`config.mk`:
```
export PLATFORM = sky130hd
export DESIGN_NAME = keypad_scan
export DESIGN_NICKNAME = d
export VERILOG_FILES = /design/src/rtl/keypad_scan.sv
export SDC_FILE = /design/constraint.sdc
export NUM_CORES = 1
export LEC_CHECK = 0
export ABC_AREA = 1
export CORE_UTILIZATION = 40
export CTS_BUF_LIST = sky130_fd_sc_hd__clkbuf_8
export DETAILED_ROUTE_END_ITERATION = 10
export PLACE_DENSITY = 0.7
export REMOVE_ABC_BUFFERS = 1
export SLEW_MARGIN = 10
export SYNTH_ARGS = -nofsm -noshare
export SYNTH_HDL_FRONTEND = slang
export SYNTH_SLANG_ARGS = --single-unit
```
`constraint.sdc`:
```
create_clock -name clk -period 2.9 [get_ports clk]
set_input_delay 0.435 -clock clk [delete_from_list [all_inputs] [get_ports clk]]
set_output_delay 0.435 -clock clk [all_outputs]
set_load 0.02 [all_outputs]
```
`src/rtl/keypad_scan.sv`:
```
// 4x4 matrix keypad scanner: one-cold row drive, synchronized column sampling,
// debounced press/release detection and a one-cycle valid pulse per accepted key.
module keypad_scan #(
    parameter int SCAN_DIV       = 16384,
    parameter int DEBOUNCE_TICKS = 8
) (
    input  logic       clk,
    input  logic       rst_n,
    input  logic [3:0] col_n,
    output logic [3:0] row_n,
    output logic       key_valid,
    output logic [3:0] key_code,
    output logic       key_pressed
);

    localparam int PS_W = $clog2(SCAN_DIV);
    localparam int DB_W = (DEBOUNCE_TICKS > 1) ? $clog2(DEBOUNCE_TICKS) : 1;
    localparam logic [PS_W-1:0] PS_LAST = PS_W'(SCAN_DIV - 1);
    localparam logic [DB_W-1:0] DB_LAST = DB_W'(DEBOUNCE_TICKS - 1);

    localparam logic [1:0] ST_SCAN     = 2'd0;
    localparam logic [1:0] ST_DEBOUNCE = 2'd1;
    localparam logic [1:0] ST_HOLD     = 2'd2;

    logic [3:0]      col_m;
    logic [3:0]      col_s;
    logic [PS_W-1:0] ps_cnt;
    logic            tick;
    logic [1:0]      state;
    logic [1:0]      row_idx;
    logic [1:0]      row_next;
    logic [3:0]      row_adv;
    logic [1:0]      lat_col;
    logic [1:0]      first_col;
    logic            lat_low;
    logic [DB_W-1:0] db_cnt;
    logic [DB_W-1:0] rel_cnt;

    // Column lines are asynchronous to clk; idle (pulled-up) level is all ones.
    always_ff @(posedge clk) begin
        // NOTE: every sequential register uses non-blocking assignment so all
        // flops update from pre-edge values, independent of statement order.
        if (!rst_n) begin
            col_m <= 4'b1111;
            col_s <= 4'b1111;
        end else begin
            col_m <= col_n;
            col_s <= col_m;
        end
    end

    always_ff @(posedge clk) begin
        if (!rst_n) begin
            ps_cnt <= '0;
        end else if (ps_cnt == PS_LAST) begin
            ps_cnt <= '0;
        end else begin
            ps_cnt <= ps_cnt + 1'b1;
        end
    end

    assign tick     = (ps_cnt == PS_LAST);
    assign row_next = row_idx + 2'd1;
    assign row_adv  = ~(4'b0001 << row_next);
    assign lat_low  = ~col_s[lat_col];

    always_comb begin
        // NOTE: default first so every path assigns first_col and no latch forms.
        first_col = 2'd0;
        if (!col_s[0])      first_col = 2'd0;
        else if (!col_s[1]) first_col = 2'd1;
        else if (!col_s[2]) first_col = 2'd2;
        else if (!col_s[3]) first_col = 2'd3;
    end

    always_ff @(posedge clk) begin
        if (!rst_n) begin
            state       <= ST_SCAN;
            row_idx     <= 2'd0;
            row_n       <= 4'b1110;
            lat_col     <= 2'd0;
            db_cnt      <= '0;
            rel_cnt     <= '0;
            key_valid   <= 1'b0;
            key_code    <= 4'd0;
            key_pressed <= 1'b0;
        end else begin
            key_valid <= 1'b0;
            if (tick) begin
                case (state)
                    ST_SCAN: begin
                        if (col_s == 4'b1111) begin
                            row_idx <= row_next;
                            row_n   <= row_adv;
                        end else begin
                            lat_col <= first_col;
                            db_cnt  <= '0;
                            state   <= ST_DEBOUNCE;
                        end
                    end
                    ST_DEBOUNCE: begin
                        if (lat_low) begin
                            if (db_cnt == DB_LAST) begin
                                key_code    <= {row_idx, lat_col};
                                key_valid   <= 1'b1;
                                key_pressed <= 1'b1;
                                rel_cnt     <= '0;
                                state       <= ST_HOLD;
                            end else begin
                                db_cnt <= db_cnt + 1'b1;
                            end
                        end else begin
                            // Bounce: abandon this key and move on to the next row.
                            row_idx <= row_next;
                            row_n   <= row_adv;
                            state   <= ST_SCAN;
                        end
                    end
                    ST_HOLD: begin
                        if (!lat_low) begin
                            if (rel_cnt == DB_LAST) begin
                                key_pressed <= 1'b0;
                                row_idx     <= row_next;
                                row_n       <= row_adv;
                                state       <= ST_SCAN;
                            end else begin
                                rel_cnt <= rel_cnt + 1'b1;
                            end
                        end else begin
                            rel_cnt <= '0;
                        end
                    end
                    default: state <= ST_SCAN;
                endcase
            end
        end
    end

endmodule

```
* After elaboration in Yosys (flattened, before gate mapping)
Cells that the tools add are included.
** Word-level totals
- Output and inout port bits :: 10
- Bits in registers :: 44
- Logic and storage cells :: 90
** Cells by class
- Add/subtract/negate cells :: 4
- Shifts and indexed selects :: 1
- Reduce and logical (&&, ||, !) cells :: 13
- $lt $le $gt $ge :: 1
- Eq/ne operators :: 16
- Bitwise operators :: 6
- Muxes and demuxes :: 37
** Operators by type and width (number)
- two-way mux 2 bit :: 13
- two-way mux 3 bit :: 7
- two-way mux 4 bit :: 4
- inequality test 2 bit (second input constant) :: 8
- AND reduction 5 bit :: 3
- adder 14 x 1 -> 14 bit (second input constant) :: 1
- == test 14 bit (second input constant) :: 1
- one-hot mux 2 bit (3 select lines) :: 2
- one-hot mux 3 bit (2 select lines) :: 2
- one-hot mux 4 bit (3 select lines) :: 1
- AND reduction 6 bit :: 2
- adder 3 x 1 -> 3 bit (second input constant) :: 2
- == test 3 bit (second input constant) :: 2
- two-way mux 1 bit :: 6
- inequality test 3 bit (second input constant) :: 2
- NOT 1 bit :: 5
- == test 4 bit (second input constant) :: 1
- NOT 4 bit :: 1
- AND reduction 4 bit :: 1
- nonzero test 2 bit :: 2
- OR reduction 4 bit :: 1
- left shift 1 x 2 -> 4 bit (first input constant) :: 1
- < comparator 2 x 3 -> 1 bit (second input constant) :: 1
- AND reduction 3 bit :: 1
- other kinds (8) :: 8

* Longest topological paths before layout
- Depth after elaboration :: 6
- Depth in mapped cells :: 11

* Worst setup path after synthesis
No wires, ideal clock.
- Path kind :: reg2reg
- Start point :: reg ps_cnt[0]
- End point :: reg row_n[0]
- Data arrival time :: 1.412 ns
- Library setup time :: 0.113 ns
- Path slack :: 1.375 ns
- Cell stages (with the launch flop) :: 11
- Path buffers :: 0
- Required time :: 2.787 ns
- Cells stage by stage :: dfxtp_1 -> ha_1 -> nand3_2 -> nor2_4 -> nand3_4 -> nor2_8 -> nand2_2 -> nor2_4 -> nand2_1 -> nand2_1 -> nor2_1
** On the way
- Word-level cells in the longest chain between the ends :: 2
** Ends and longest elaborated chain
- from (decl) :: RTL line 27 : logic [PS_W-1:0] ps_cnt;
- from (signal assigned) :: RTL line 58 : ps_cnt <= ps_cnt + 1'b1;
- == test 14 bit :: RTL line 62 : assign tick = (ps_cnt == PS_LAST);
- AND reduction 6 bit (no source line)
- to (signal assigned) :: RTL line 94 : row_n <= row_adv;
- to (signal assigned) :: RTL line 115 : row_n <= row_adv;
- to (signal assigned) :: RTL line 124 : row_n <= row_adv;
- to (decl) :: RTL line 10 : output logic [3:0] row_n,
No other way between the ends.
A chain may end at the register's enable or synchronous reset.

* Final worst setup path
- Start point :: reg ps_cnt[0]
- End point :: reg row_idx[0]
** On the way
- Word-level cells in the longest chain between the ends :: 2
** Ends and longest elaborated chain
- == test 14 bit :: RTL line 62
- AND reduction 6 bit (no source line)
- to (signal assigned) :: RTL line 93 : row_idx <= row_next;
- to (signal assigned) :: RTL line 114 : row_idx <= row_next;
- to (signal assigned) :: RTL line 123 : row_idx <= row_next;
- to (decl) :: RTL line 30 : logic [1:0] row_idx;
No other way between the ends.

==> summary.txt <==
run status: complete, no violations
number of detailed-routing iterations run before antenna repair: 4
leftover overflow at the end of global routing: 0
measured slew at the worst slew-check pin: 0.331 ns
CP startpoint kind: flop
count of hold buffers inserted by post-cts repair: 0
DR vias: 1666
CTS H-Tree Depth: 2
Clock Skews: 0.0102 ns
startpoint-to-endpoint class of the critical path: flop to flop
cells traversed along the worst timing path: ha_1, nand3_2, nor2_4, nand3_4, nor2_8, nand2_2, nor2_4, nand2_1, nand2_1, nor2_1
share of the synthesized area in compound gates (AO/OA/AOI/OAI): 7.15%
CTS root buffer: sky130_fd_sc_hd__clkbuf_8
count of final max-slew check failures: 0
residual DRC count: 0
Post-Route Setup TNS: 0 ns
number of flip-flops and latches in the synthesized netlist: 44
data required time of the critical path: 3.09 ns
Max-cap violations: 0
die height: 73.9 um
proportion of netlist area held by the largest area contributor: 42.6%
final estimated routing congestion in global placement: 0.834
CTS tree: yes
wire length of the first global-routing pass: 6270 um
maximum clock rate: 589 MHz
number of buffers added for setup after CTS: 0
layout-stage area growth over the synthesis result: 15.2%
fraction of met3 tracks used by global routing: 4.53%
core utilization of the finished layout: 49.1%
initial standard-cell utilization of the core: 42.6%
count of endpoints failing setup in the final report: 0
dominant combinational cell family by area after synthesis: simple AND/OR/NAND/NOR gates
Max stage delay cell, worst path: sky130_fd_sc_hd__dfxtp_1
yosys warns: 0
number of buffers and inverters on the critical path: 0
share of layout cells above drive strength 1: 9.21%
mux cell area share after synthesis: 0%
final critical-path required period: 1.70 ns
Cell Area, Synth: 0.00207 mm2
HP Class: flop to flop
Hold Path Sink: col_s[0]
vias in the first global route: 1496
share of synthesized cell area in and, or, nand and nor gates: 34.2%
final antenna diode count: 0
post-synthesis cell type with the largest combined area: sky130_fd_sc_hd__dfxtp_1
overall power of the completed layout: 1.06 mW
number of clock buffers inserted by TritonCTS: 5
routed wire length per instance: 9.54 um
setup repair after global routing missed its margin: no
detail-routed via count per cell: 4.49
cell count after synthesis: 285
post-synthesis share of cell area spent on xor and xnor gates: 2.54%
gr busiest metal: met2
met1 Use GR: 18.6%
Non-Filler Instances: 371
count of port buffers added during placement: 15
most common cell after layout, fill and taps aside: sky130_fd_sc_hd__nand2_1
clock buffer depth: 2
RR Startpoint: ps_cnt[0]
Max Fanout on Critical Path: 9
hold wc startpoint: col_m[0]
crit-path leading delay family: simple AND/OR/NAND/NOR gates
power density over the cells: 447 mW/mm2
1st-iter DRT viols: 90
Die ar.: 0.00546 mm2
antenna violations before repair: 0
I/O pin count: 16
max incr delay on CP: 0.36 ns
post-synthesis average cell area: 7.25 um2
endpoint type of the worst setup path: flop
standard cell core area: 0.00485 mm2
number of hold-slack violations in the final timing report: 0
met2 usage in global routing: 24.3%
R2R Path End: row_idx[0]
CTS resizes: 0
Final #Nets: 319
setup slack of the worst register-to-register path: 1.20 ns
post-synthesis share of cell area spent on full adders, half adders and majority gates: 5.45%
cell depth of the worst hold path: 1
estimated wirelength of the detail-placed design: 2590 um
worst vdd rail ir drop: 0.237 mV
Lkg Pwr: 1.06 nW
top library cells by usage in the layout, fill and taps aside: sky130_fd_sc_hd__nand2_1 (64), sky130_fd_sc_hd__nor2_1 (50), sky130_fd_sc_hd__dfxtp_1 (44)
clock transition at the registers of the reported paths: 0.08 ns
fin crit share: 58.5%
number of distinct standard cells referenced by the synthesized netlist: 27
R2R cell count: 10
pin count of the biggest net entering global routing: 19
Std-Cell Rows: 25
overall routing resource usage: 15.0%
Total Wirelength: 3540 um
CTS sink cnt: 44
Die W: 73.9 um
count of antenna-violating nets left after detailed routing: 0
share of synthesized area occupied by flip-flops and latches: 42.6%
placed instance count: 364
slew margin rel.: 77.7%
clock network latency to the later pin of the worst-skew pair: 0.29 ns
critical path arrival: 1.89 ns
Synth area leaders: sky130_fd_sc_hd__dfxtp_1 (43%), sky130_fd_sc_hd__nand2_1 (12%), sky130_fd_sc_hd__nor2_1 (9.1%)
[worst max-delay path by stage]
| stage | startpoint | to | cells past startpoint |
|---|---|---|---|
| floorplan | ps_cnt[0] | row_n[0] | 10 |
| detailed placement | rst_n | ps_cnt[9] | 7 |
| global placement | rst_n | ps_cnt[9] | 7 |
| global route | ps_cnt[0] | ps_cnt[9] | 10 |
| finish | ps_cnt[0] | row_idx[0] | 10 |
| CTS | ps_cnt[0] | ps_cnt[9] | 10 |
[worst register-to-register path: cells and delay by family (launching register included)]
family                   cells  cell delay, ns
adder cells (fa/ha/maj)      1            0.20
AND/OR/NAND/NOR              9            1.06
flip-flops                   1            0.36
[metal layers]
metal | share of wire [%] | wire length [um] | vias to the layer above
li1 | - | - | 917
met1 | 49 | 1730 | 721
met2 | 46 | 1620 | 23
met3 | 3.6 | 127 | 5
met4 | 1.6 | 56 | 0
met5 | 0 | 0 | -
[logic make-up (layout without fill, tap and decap cells)]
group / count (synthesis) / in the layout
flops: 44 / 44
fa+ha+maj: 9 / 9
xor+xnor: 6 / 6
simple gates: 155 / 155
buf+inv: 42 / 61
compound gates: 29 / 29
[flip-flops by register name (all words and copies together) (netlist names)]
register,flops
key_valid,1
col_s,4
ps_cnt,14
col_m,4
key_pressed,1
row_idx,2
db_cnt,3
row_n,4
rel_cnt,3
state,2
key_code,4
lat_col,2
[layout make-up]
class,instances,area (um2)
Clock buffer,7,96.3
Fill cell,501,2470
Inverter,38,143
Multi-Input combinational cell,199,1020
Sequential cell,44,881
Tap cell,67,83.8
Timing Repair Buffer,16,158
[stage by stage]
stage | setup slack, ns | instance area [um2] | hold WS (ns)
after floorplan | 1.38 | 2040 | 0.393
after global placement | 1.06 | 2280 | 0.397
after detailed placement | 1.03 | 2280 | 0.397
after CTS | 1.17 | 2380 | 0.413
after global routing | 0.980 | 2380 | 0.420
final | 1.20 | 2380 | 0.413
[power by group]
group | switching (mW) | leakage [nW] | internal [mW] | total (mW)
sequential | 0.00470 | 0.357 | 0.612 | 0.617
combinational | 0.0242 | 0.652 | 0.0205 | 0.0447
clock | 0.191 | 0.0503 | 0.212 | 0.403
total | 0.220 | 1.06 | 0.845 | 1.06
[cells in the mapped netlist]
library cell,n
sky130_fd_sc_hd__a21oi_1,14
sky130_fd_sc_hd__or2_1,1
sky130_fd_sc_hd__inv_1,37
sky130_fd_sc_hd__nor3_1,5
sky130_fd_sc_hd__nor2_1,50
sky130_fd_sc_hd__xnor2_1,2
sky130_fd_sc_hd__o21bai_1,1
sky130_fd_sc_hd__ha_1,9
sky130_fd_sc_hd__nor2_8,1
sky130_fd_sc_hd__nand2_2,1
sky130_fd_sc_hd__inv_2,1
sky130_fd_sc_hd__nand3_2,1
sky130_fd_sc_hd__buf_6,1
sky130_fd_sc_hd__nand3_1,13
sky130_fd_sc_hd__o21ai_0,14
sky130_fd_sc_hd__buf_2,1
sky130_fd_sc_hd__clkbuf_1,2
sky130_fd_sc_hd__nor2_4,2
sky130_fd_sc_hd__and3_1,1
sky130_fd_sc_hd__nand2_4,1
sky130_fd_sc_hd__nor2_2,2
sky130_fd_sc_hd__nand3_4,1
sky130_fd_sc_hd__nand4_1,2
sky130_fd_sc_hd__nand2_1,64
sky130_fd_sc_hd__dfxtp_1,44
sky130_fd_sc_hd__xor2_1,4
sky130_fd_sc_hd__or2_2,10
Note: power is estimated with default switching activity, not from simulation.
